**src/rtl/fft_stage_sequencer.sv**
```systemverilog
// fft_stage_sequencer
// Control sequencer for the 16-point radix-2 in-place FFT core. On start it
// walks stage 0..3 and butterfly 0..7, issuing one read per cycle, then
// drains the butterfly pipeline before the next stage so stage s+1 never
// reads a location before stage s has written it. The issued indices are
// delayed by BF_LATENCY so a second lookup can regenerate write addresses.
//
// Optional feature: define FFT_STAGE_SEQ_STALL_EN to add the `stall` input,
// which freezes all sequencing state and suppresses rd_en/wr_en.
//
// Ports:
//   clk          core clock, rising edge
//   rst          synchronous, active-high reset
//   start        one-cycle request to run a full transform
//   stall        (FFT_STAGE_SEQ_STALL_EN only) freeze sequencing
//   busy         high from first issue cycle through final drain cycle
//   done         one-cycle pulse after the last write of stage 3
//   stage        read stage index to the read-address lookup
//   butterfly    read butterfly index to the read-address lookup
//   rd_en        sample-memory read strobe
//   wr_en        sample-memory write strobe
//   wr_stage     stage index delayed by BF_LATENCY
//   wr_butterfly butterfly index delayed by BF_LATENCY
module fft_stage_sequencer #(
  parameter int unsigned BF_LATENCY = 3  // legal range 1..15
) (
  input  logic       clk,
  input  logic       rst,
  input  logic       start,
`ifdef FFT_STAGE_SEQ_STALL_EN
  input  logic       stall,
`endif
  output logic       busy,
  output logic       done,
  output logic [1:0] stage,
  output logic [2:0] butterfly,
  output logic       rd_en,
  output logic       wr_en,
  output logic [1:0] wr_stage,
  output logic [2:0] wr_butterfly
);

  localparam int unsigned N_STAGES = 4;
  localparam int unsigned N_BF     = 8;

  localparam logic [1:0] StIdle  = 2'd0;
  localparam logic [1:0] StIssue = 2'd1;
  localparam logic [1:0] StDrain = 2'd2;
  localparam logic [1:0] StDone  = 2'd3;

  logic [1:0] state_q, state_d;
  logic [1:0] stage_q, stage_d;
  logic [2:0] bf_q, bf_d;
  logic [3:0] drain_q, drain_d;

  // Write delay line: entry 0 is the newest, entry BF_LATENCY-1 is the tail.
  logic [BF_LATENCY-1:0] vld_q;
  logic [1:0]            dst_q [BF_LATENCY];
  logic [2:0]            dbf_q [BF_LATENCY];

  logic hold;
  logic issue;

`ifdef FFT_STAGE_SEQ_STALL_EN
  assign hold = stall;
`else
  assign hold = 1'b0;
`endif

  assign issue = (state_q == StIssue);

  always_comb begin
    state_d = state_q;
    stage_d = stage_q;
    bf_d    = bf_q;
    drain_d = drain_q;
    unique case (state_q)
      StIdle: begin
        if (start) begin
          state_d = StIssue;
          stage_d = 2'd0;
          bf_d    = 3'd0;
        end
      end
      StIssue: begin
        // Butterfly stays at 7 through the drain; it only wraps on stage advance.
        if (bf_q == 3'(N_BF - 1)) begin
          state_d = StDrain;
          drain_d = 4'd0;
        end else begin
          bf_d = bf_q + 3'd1;
        end
      end
      StDrain: begin
        if (drain_q == 4'(BF_LATENCY - 1)) begin
          bf_d = 3'd0;
          if (stage_q == 2'(N_STAGES - 1)) begin
            state_d = StDone;
            stage_d = 2'd0;
          end else begin
            state_d = StIssue;
            stage_d = stage_q + 2'd1;
          end
        end else begin
          drain_d = drain_q + 4'd1;
        end
      end
      StDone: begin
        state_d = StIdle;
      end
      default: begin
        state_d = StIdle;
      end
    endcase
  end

  always_ff @(posedge clk) begin
    if (rst) begin
      state_q <= StIdle;
      stage_q <= 2'd0;
      bf_q    <= 3'd0;
      drain_q <= 4'd0;
      vld_q   <= '0;
      for (int unsigned i = 0; i < BF_LATENCY; i++) begin
        dst_q[i] <= 2'd0;
        dbf_q[i] <= 3'd0;
      end
    end else if (!hold) begin
      state_q  <= state_d;
      stage_q  <= stage_d;
      bf_q     <= bf_d;
      drain_q  <= drain_d;
      vld_q[0] <= issue;
      // Idle entries carry the last issued indices, so the tail holds the last
      // written address whenever wr_en is low.
      dst_q[0] <= issue ? stage_q : dst_q[0];
      dbf_q[0] <= issue ? bf_q : dbf_q[0];
      for (int unsigned i = 1; i < BF_LATENCY; i++) begin
        vld_q[i] <= vld_q[i-1];
        dst_q[i] <= dst_q[i-1];
        dbf_q[i] <= dbf_q[i-1];
      end
    end
  end

  assign busy         = (state_q == StIssue) || (state_q == StDrain);
  assign done         = (state_q == StDone);
  assign stage        = stage_q;
  assign butterfly    = bf_q;
  assign rd_en        = issue & ~hold;
  assign wr_en        = vld_q[BF_LATENCY-1] & ~hold;
  assign wr_stage     = dst_q[BF_LATENCY-1];
  assign wr_butterfly = dbf_q[BF_LATENCY-1];

endmodule

```
**config.mk**
```make
export PLATFORM = sky130hd
export DESIGN_NAME = fft_stage_sequencer
export DESIGN_NICKNAME = d
export VERILOG_FILES = /design/src/rtl/fft_stage_sequencer.sv
export SDC_FILE = /design/constraint.sdc
export NUM_CORES = 1
export LEC_CHECK = 0
export BUFFER_PORTS_ARGS = -buffer_cell sky130_fd_sc_hd__buf_2
export CORE_MARGIN = 4
export CORE_UTILIZATION = 55
export CTS_BUF_LIST = sky130_fd_sc_hd__clkbuf_16
export CTS_CLUSTER_SIZE = 28
export DETAILED_ROUTE_END_ITERATION = 10
export GPL_TIMING_DRIVEN = 0
export PLACE_DENSITY = 0.77
export REMOVE_ABC_BUFFERS = 1
export SLEW_MARGIN = 30
export SYNTH_ARGS = -nofsm -noshare
export SYNTH_HDL_FRONTEND = slang
export SYNTH_SLANG_ARGS = --single-unit
```
**constraint.sdc**
```tcl
create_clock -name clk -period 2.3 [get_ports clk]
set_clock_uncertainty 0.15 [all_clocks]
set_input_delay 0.69 -clock clk [delete_from_list [all_inputs] [get_ports clk]]
set_output_delay 0.69 -clock clk [all_outputs]
set_load 0.005 [all_outputs]
```
==> results.txt, run 1 <==
----------------------------------------------------
[Run status]
  Status ... completed

[Global routing]
  Remaining global-route overflow ... 0
  Vias in the first global route ... 861
  Aggregate global-route resource usage ... 0.1531
  Largest net degree at the start of global routing ... 33
  Wire length of the first global-routing pass ... 3677 um
  Number of antenna violations at the first check in global routing ... 0

[Timing]
  Unrepaired setup endpoints after global routing ... no
  Slew at the pin closest to its max-slew limit ... 525.7 ps
  Post-layout minimum cycle time ... 2029 ps
  Headroom to the max-slew limit ... 0.6495
  Final setup violation count ... 0
  Final setup TNS ... 0 ps
  Post-route clock period utilization ... 0.8820
  Count of final max-slew check failures ... 0
  Upper clock frequency limit ... 492.9 MHz
  Total count of hold-check failures in the final report ... 0

[Power]
  Maximum vdd ir drop ... 735.8 uV
  Static Leakage ... 0.6339 nW
  Power density cells ... 1096 nW/um^2

[Drt]
  Residual antenna-violating net count after detailed routing ... 0
  Average wire per standard cell ... 13.01 um
  Remaining DRCs ... 0
  Post-detailed-route via-to-cell ratio ... 5.396
  Sum of routed wire length over all layers ... 2134 um
  Total number of vias ... 885
  DRT Pass-1 Iters ... 4
  Number of design-rule violations left by the first detailed-router iteration ... 15

[Clocking]
  CTS tree ... yes
  Insertion delay to the later sink of the worst-skew pair ... 270 ps
  Total clock buffers created by CTS ... 5
  Number of H-tree levels ... 2
  Number of buffers on the longest clock path ... 2
  Number of sinks driven by the clock tree ... 29
  Worst-path clk slew ... 50 ps
  Hold bufs inserted after CTS ... 0
  Clock root buffer master ... sky130_fd_sc_hd__clkbuf_16

[Floorplanning]
  Initial core utilization ... 0.6072
  Die Footprint ... 3078 um^2
  Die H ... 55.48 um
  Core area ... 2042 um^2
  Die Wd ... 55.48 um
  Count of standard-cell rows ... 16
  Io pins ... 17

[Logic synthesis]
  Number of enable-type register cells in the synthesized netlist ... 0
  Syn. warnings ... 0
  Yosys reg bits ... 29
  Sequential cell area fraction in the yosys report ... 0.4682
  Flip-flop cell with the highest count after synthesis ... sky130_fd_sc_hd__dfxtp_1
  Number of library cell types mapped by synthesis ... 30
  Post-Synthesis Mean Instance Area ... 10.08 um^2
  Post-synth design cell area ... 1240 um^2
  Ys async rst share ... 0
  Synth Instances ... 123

[Placement]
  PortBufs ... 16
  Final weighted congestion in routability-driven placement ... 0.7433
  Cell Count Post-Placement ... 156
  Final HPWL from detailed placement ... 1341 um

[Worst setup path]
  Startpoint types ... register
  Required time of the critical path ... 1460 ps
  Critical path peak fanout ... 5
  Arrival time at the worst endpoint ... 1190 ps
  Start point of the critical path ... state_q[0]$_SDFFE_PP0P_
  Startpoint of the lowest-slack register-to-register path ... state_q[0]$_SDFFE_PP0P_
  Setup CP Type ... reg2out
  Critical Path End Type ... output pin
  Internal reg-to-reg setup slack ... 290 ps

[Final layout]
  Post-route non-filler standard cell count ... 164
  Number of nets in the layout ... 150
  Fraction of final layout cells sized beyond drive strength 1 ... 0.1898
  Ant diodes ... 0
  Synth-to-Final Area Change ... 18.06%

[Run]
  MaxCap Viol Count ... 0

[Hold path]
  Worst Hold Class ... reg2reg
  Startpoint of the tightest hold check path ... dbf_q[0][5]$_SDFF_PP0_

----------------------------------------------------
-- stage by stage --
stage	total power, mW	setup WS [ps]	area, um^2	utilization	hold slack [ps]
final	1.604	271.3	1464	0.7169	282.9
after global routing	1.686	89.35	1464	0.7169	303.1
after CTS	1.618	174.0	1458	0.7138	285.7
after detailed placement	0.9055	235.5	1295	0.6342	274.7
after global placement	0.8928	314.7	1295	0.6342	264.5
after floorplan	0.8163	508.6	1181	-	263.8
-- cells in the final DEF (no fill, tap or decap), types with 3 or more instances in the layout --
cell,Yosys,layout
sky130_fd_sc_hd__nand2b_1,7,7
sky130_fd_sc_hd__nor2b_1,14,14
sky130_fd_sc_hd__clkbuf_16,0,5
sky130_fd_sc_hd__dfxtp_1,29,29
sky130_fd_sc_hd__nand3_1,4,4
sky130_fd_sc_hd__mux2i_1,6,6
sky130_fd_sc_hd__inv_1,5,6
sky130_fd_sc_hd__a21oi_1,6,6
sky130_fd_sc_hd__ha_1,11,11
sky130_fd_sc_hd__nor2_1,9,9
sky130_fd_sc_hd__buf_2,2,16
sky130_fd_sc_hd__a211oi_1,3,3
-- cells by family after synthesis --
group,after synthesis,share of synthesized area
simple gates,44,0.2058
flops,29,0.4682
compound gates,18,0.1039
buf+inv,15,0.06257
fa+ha+maj,11,0.1110
mux,6,0.04844
-- final timing paths --
path,end,cells past startpoint
max,busy,3
min,dbf_q[0][8]$_SDFF_PP0_,1
max reg2reg,drain_q[2]$_SDFFE_PP0P_,5
min reg2reg,dbf_q[0][8]$_SDFF_PP0_,1
-- critical path, cell delays in order, from the launching register on --
cell,delay [ps]
sky130_fd_sc_hd__dfxtp_1,380
sky130_fd_sc_hd__inv_1,120
sky130_fd_sc_hd__ha_1,300
sky130_fd_sc_hd__buf_2,120
-- power breakdown --
part	internal, mW	switching (mW)	total, mW
registers	0.539	0.0299	0.569
clock network	0.501	0.205	0.705
logic	0.147	0.183	0.330
total	1.19	0.417	1.60
-- sequential cells by signal, indices dropped and copies added, names as in the netlist --
name       cells
butterfly      3
dbf_q          9
drain_q        4
dst_q          6
stage          2
state_q        2
vld_q          3
-- final cells by class --
class	instances	area, um^2
Sequential cell	29	580.6
Multi-Input combinational cell	79	588.1
Tap cell	27	33.78
Clock buffer	5	125.1
Inverter	5	18.77
Clock inverter	3	37.54
Fill cell	169	578.1
Timing Repair Buffer	16	80.08
-- synth_stat cells, types with 2 or more instances --
library cell                n  area [um^2]
sky130_fd_sc_hd__buf_2      2        10.01
sky130_fd_sc_hd__mux2i_1    6        60.06
sky130_fd_sc_hd__nand2b_1   7        43.79
sky130_fd_sc_hd__nor2b_1   14        87.58
sky130_fd_sc_hd__nand2_1    2        7.510
sky130_fd_sc_hd__a211oi_1   3        22.52
sky130_fd_sc_hd__nor2_1     9        33.78
sky130_fd_sc_hd__clkbuf_1   2        7.510
sky130_fd_sc_hd__inv_1      5        18.77
sky130_fd_sc_hd__ha_1      11        137.6
sky130_fd_sc_hd__buf_4      5        37.54
sky130_fd_sc_hd__dfxtp_1   29        580.6
sky130_fd_sc_hd__a21oi_1    6        30.03
sky130_fd_sc_hd__nand3_1    4        20.02
sky130_fd_sc_hd__o32ai_1    2        17.52
sky130_fd_sc_hd__nand3b_1   2        15.01
-- what timing repair did --
item / in CTS / in global routing
buffers inserted: 0 / 0
gates resized for setup: 0 / 1
endpoints found under the setup margin: 0 / 3
hold endpoints to repair: 0 / 0
-- metal layers --
layer / part of all wire / global-route usage
met1: 0.45 / 0.1760
met2: 0.48 / 0.2382
met3: 0.043 / 0.04429
met4: 0.022 / 0.1146
met5: 0 / 0
Power figures use the tool's default switching activity.
==> run 2: changes to the inputs <==
--- a/config.mk
+++ b/config.mk
@@ -5,6 +5,7 @@
 export SDC_FILE = /design/constraint.sdc
 export NUM_CORES = 1
 export LEC_CHECK = 0
+export ABC_AREA = 1
 export BUFFER_PORTS_ARGS = -buffer_cell sky130_fd_sc_hd__buf_2
 export CORE_MARGIN = 4
 export CORE_UTILIZATION = 55
@@ -12,7 +13,7 @@
 export CTS_CLUSTER_SIZE = 28
 export DETAILED_ROUTE_END_ITERATION = 10
 export GPL_TIMING_DRIVEN = 0
-export PLACE_DENSITY = 0.77
+export PLACE_DENSITY = 0.76
 export REMOVE_ABC_BUFFERS = 1
 export SLEW_MARGIN = 30
 export SYNTH_ARGS = -nofsm -noshare
==> results.txt, run 2 <==
----------------------------------------------------
[Run status]
  Status ... completed (unchanged)

[Floorplanning]
  Die Wd ... 57.25 um (was 55.48 um)
  Die H ... 57.25 um (was 55.48 um)
  Initial core utilization ... 0.5916 (was 0.6072)
  Die Footprint ... 3277 um^2 (was 3078 um^2)
  Io pins ... 17 (unchanged)
  Core area ... 2255 um^2 (was 2042 um^2)
  Count of standard-cell rows ... 17 (was 16)

[Logic synthesis]
  Sequential cell area fraction in the yosys report ... 0.4353 (was 0.4682)
  Fraction of synthesized cell area taken by the top area cell type ... 0.4353 (was 0.4682)
  Flip-flop cell with the highest count after synthesis ... sky130_fd_sc_hd__dfxtp_1 (unchanged)
  Post-Synthesis Mean Instance Area ... 7.622 um^2 (was 10.08 um^2)
  Number of library cell types mapped by synthesis ... 17 (was 30)
  Syn. warnings ... 0 (unchanged)
  Synth Instances ... 175 (was 123)
  Cell accounting for the most synthesized area ... sky130_fd_sc_hd__dfxtp_1 (unchanged)
  Most used standard cells in the synthesized netlist ... sky130_fd_sc_hd__inv_1, sky130_fd_sc_hd__nand2_1, sky130_fd_sc_hd__dfxtp_1 (was sky130_fd_sc_hd__dfxtp_1, sky130_fd_sc_hd__nor2b_1, sky130_fd_sc_hd__ha_1)
  Yosys reg bits ... 29 (unchanged)
  Number of enable-type register cells in the synthesized netlist ... 0 (unchanged)
  Ys async rst share ... 0 (unchanged)
  Post-synth design cell area ... 1334 um^2 (was 1240 um^2)
  Ranking of synthesized cells by area ... sky130_fd_sc_hd__dfxtp_1, sky130_fd_sc_hd__ha_1, sky130_fd_sc_hd__inv_1, sky130_fd_sc_hd__nand2_1, sky130_fd_sc_hd__nor2_1 (was sky130_fd_sc_hd__dfxtp_1, sky130_fd_sc_hd__ha_1, sky130_fd_sc_hd__nor2b_1, sky130_fd_sc_hd__mux2i_1, sky130_fd_sc_hd__nand2b_1)

[Power]
  Flop pwr share ... 0.365 (was 0.355)
  Combinational fraction of design power ... 0.310 (was 0.206)
  Power density cells ... 1215 nW/um^2 (was 1096 nW/um^2)
  Overall power ... 1.862 mW (was 1.604 mW)
  Cell-internal power ... 1.226 mW (was 1.187 mW)
  Clk pwr share ... 0.325 (was 0.440)
  Switching power ... 0.6360 mW (was 0.4174 mW)
  Static Leakage ... 0.7516 nW (was 0.6339 nW)
  Maximum vdd ir drop ... 788.9 uV (was 735.8 uV)
  Switching power as a share of total power ... 0.3416 (was 0.2602)

[Clocking]
  Clock root buffer master ... sky130_fd_sc_hd__clkbuf_16 (unchanged)
  Hold bufs inserted after CTS ... 0 (unchanged)
  Worst-path clk slew ... 50 ps (about the same)
  CTS tree ... yes (unchanged)
  Number of buffers on the longest clock path ... 2 (unchanged)
  Number of H-tree levels ... 2 (unchanged)
  CTS-repair resized insts ... 0 (unchanged)
  Insertion delay to the later sink of the worst-skew pair ... 270 ps (about the same)
  Total clock buffers created by CTS ... 5 (unchanged)
  Number of sinks driven by the clock tree ... 29 (unchanged)
  Post-CTS setup buffers ... 0 (unchanged)

[Worst setup path]
  Startpoint types ... register (unchanged)
  Number of buffers and inverters on the critical path ... 2 (unchanged)
  Worst-path cell with the longest stage delay ... sky130_fd_sc_hd__dfxtp_1 (unchanged)
  Critical path peak fanout ... 5 (unchanged)
  Maximum single-stage delay on the critical path ... 380 ps (about the same)
  Required time of the critical path ... 1460 ps (about the same)
  Cell class contributing the biggest share of worst-path delay ... flip-flops (unchanged)
  Series of cell instances along the critical path ... inv_1 -> ha_1 -> buf_2 (unchanged)
  Arrival time at the worst endpoint ... 1210 ps (was 1190 ps)
  Setup CP Type ... reg2out (unchanged)
  Critical Path End Type ... output pin (unchanged)

[Timing]
  Post-layout minimum cycle time ... 2046 ps (was 2029 ps)
  Count of final max-slew check failures ... 0 (unchanged)
  Slew at the pin closest to its max-slew limit ... 428.9 ps (was 525.7 ps)
  Total count of hold-check failures in the final report ... 0 (unchanged)
  Headroom to the max-slew limit ... 0.7138 (was 0.6495)
  Slack of the critical path ... 254.5 ps (was 271.3 ps)
  Unrepaired setup endpoints after global routing ... no (unchanged)
  Upper clock frequency limit ... 488.9 MHz (was 492.9 MHz)
  Final setup TNS ... 0 ps (unchanged)
  Post-route clock period utilization ... 0.8894 (was 0.8820)
  Final setup violation count ... 0 (unchanged)

[Global routing]
  Largest net degree at the start of global routing ... 17 (was 33)
  Aggregate global-route resource usage ... 0.1667 (was 0.1531)
  Number of antenna violations at the first check in global routing ... 0 (unchanged)
  Wire length of the first global-routing pass ... 4181 um (was 3677 um)
  Vias in the first global route ... 1,004 (was 861)
  Remaining global-route overflow ... 0 (unchanged)

[Placement]
  Pre-CTS worst setup slack ... 522.6 ps (was 235.5 ps)
  Final HPWL from detailed placement ... 1743 um (was 1341 um)
  PortBufs ... 16 (unchanged)
  Final weighted congestion in routability-driven placement ... 0.7572 (was 0.7433)
  Area after detailed placement ... 1390 um^2 (was 1295 um^2)
  Cell Count Post-Placement ... 210 (was 156)

[Final layout]
  Fraction of final layout cells sized beyond drive strength 1 ... 0.1526 (was 0.1898)
  Reg with most FFs ... dbf_q (unchanged)
  Ant diodes ... 0 (unchanged)
  Synth-to-Final Area Change ... 14.92% (was 18.06%)
  Cell area after layout ... 1533 um^2 (was 1464 um^2)
  Post-route non-filler standard cell count ... 218 (was 164)
  Biggest registers after layout ... dbf_q (9), dst_q (6), drain_q (4) (unchanged)
  Number of nets in the layout ... 203 (was 150)
  Highest-count cells in the layout ignoring fill and taps ... sky130_fd_sc_hd__inv_1, sky130_fd_sc_hd__nand2_1, sky130_fd_sc_hd__dfxtp_1 (was sky130_fd_sc_hd__dfxtp_1, sky130_fd_sc_hd__buf_2, sky130_fd_sc_hd__nor2b_1)
  Largest register FFs ... 9 (unchanged)

[Drt]
  Post-detailed-route via-to-cell ratio ... 4.899 (was 5.396)
  Met3 Wirelength ... 113 um (was 91 um)
  Remaining DRCs ... 0 (unchanged)
  Total number of vias ... 1,068 (was 885)
  Routed length on met2 ... 1137 um (was 1027 um)
  Residual antenna-violating net count after detailed routing ... 0 (unchanged)
  Sum of routed wire length over all layers ... 2404 um (was 2134 um)
  Detailed-route wire length on metal 1 ... 1103 um (was 968 um)
  Average wire per standard cell ... 11.03 um (was 13.01 um)
  DRT Pass-1 Iters ... 4 (unchanged)
  Top metal layer carrying routed signals ... met4 (unchanged)
  Number of design-rule violations left by the first detailed-router iteration ... 18 (was 15)

[Hold path]
  Worst Hold Class ... reg2reg (unchanged)

[Run]
  MaxCap Viol Count ... 0 (unchanged)

----------------------------------------------------
[run 2: per-stage QoR]
step / hold slack (ps) / utilization
floorplan: 238.3 / -
global placement: 239.0 / 0.6165
detailed placement: 247.6 / 0.6165
CTS: 252.7 / 0.6798
global route: 272.9 / 0.6798
finish: 251.0 / 0.6798
[run 2: logic make-up (layout without fill, tap and decap cells)]
| logic type | after synthesis | count (layout) | share of synthesized area |
|---|---|---|---|
| DFF | 29 | 29 | 0.4353 |
| adders and majority gates | 11 | 11 | 0.1032 |
| AOI/OAI and AO/OA | 17 | 17 | 0.06379 |
| and+or+nand+nor | 78 | 78 | 0.2664 |
| buffers and inverters | 40 | 55 | 0.1313 |
[run 2: per-layer routing]
metal / track usage / vias up
met1: 0.1859 / 473
met5: 0 / -
li1: - / 567
met3: 0.04977 / 5
met2: 0.2790 / 23
met4: 0.09934 / 0
[run 2: final cells by class]
class / count / area, um^2
Sequential cell: 29 / 580.6
Fill cell: 215 / 721.9
Clock buffer: 5 / 125.1
Tap cell: 28 / 35.03
Timing Repair Buffer: 16 / 80.08
Clock inverter: 3 / 17.52
Multi-Input combinational cell: 106 / 578.1
Inverter: 31 / 116.4
[run 2: path summary, 6_finish.rpt]
| path | startpoint | to | slack, ps | cells past startpoint |
|---|---|---|---|---|
| max | state_q[0]$_SDFFE_PP0P_ | busy | 250 | 3 |
| min | vld_q[0]$_SDFF_PP0_ | vld_q[1]$_SDFF_PP0_ | 250 | 2 |
| max reg2reg | state_q[0]$_SDFFE_PP0P_ | drain_q[0]$_SDFFE_PP0P_ | 520 | 7 |
| min reg2reg | vld_q[0]$_SDFF_PP0_ | vld_q[1]$_SDFF_PP0_ | 250 | 2 |
[run 2: worst min-delay path: cells and delay by family, from the launching register on]
family                 cells  cell delay (ps)
flip-flops                 1              290
buffers and inverters      1               40
AND/OR/NAND/NOR            1               30
[run 2: power groups by stage]
stage               Combinational, mW  Clock (mW)  Sequential (mW)
floorplan                       0.436           0            0.678
global placement                0.558           0            0.681
detailed placement              0.579           0            0.688
CTS                             0.584       0.620            0.680
global route                    0.678       0.651            0.694
finish                          0.577       0.606            0.679
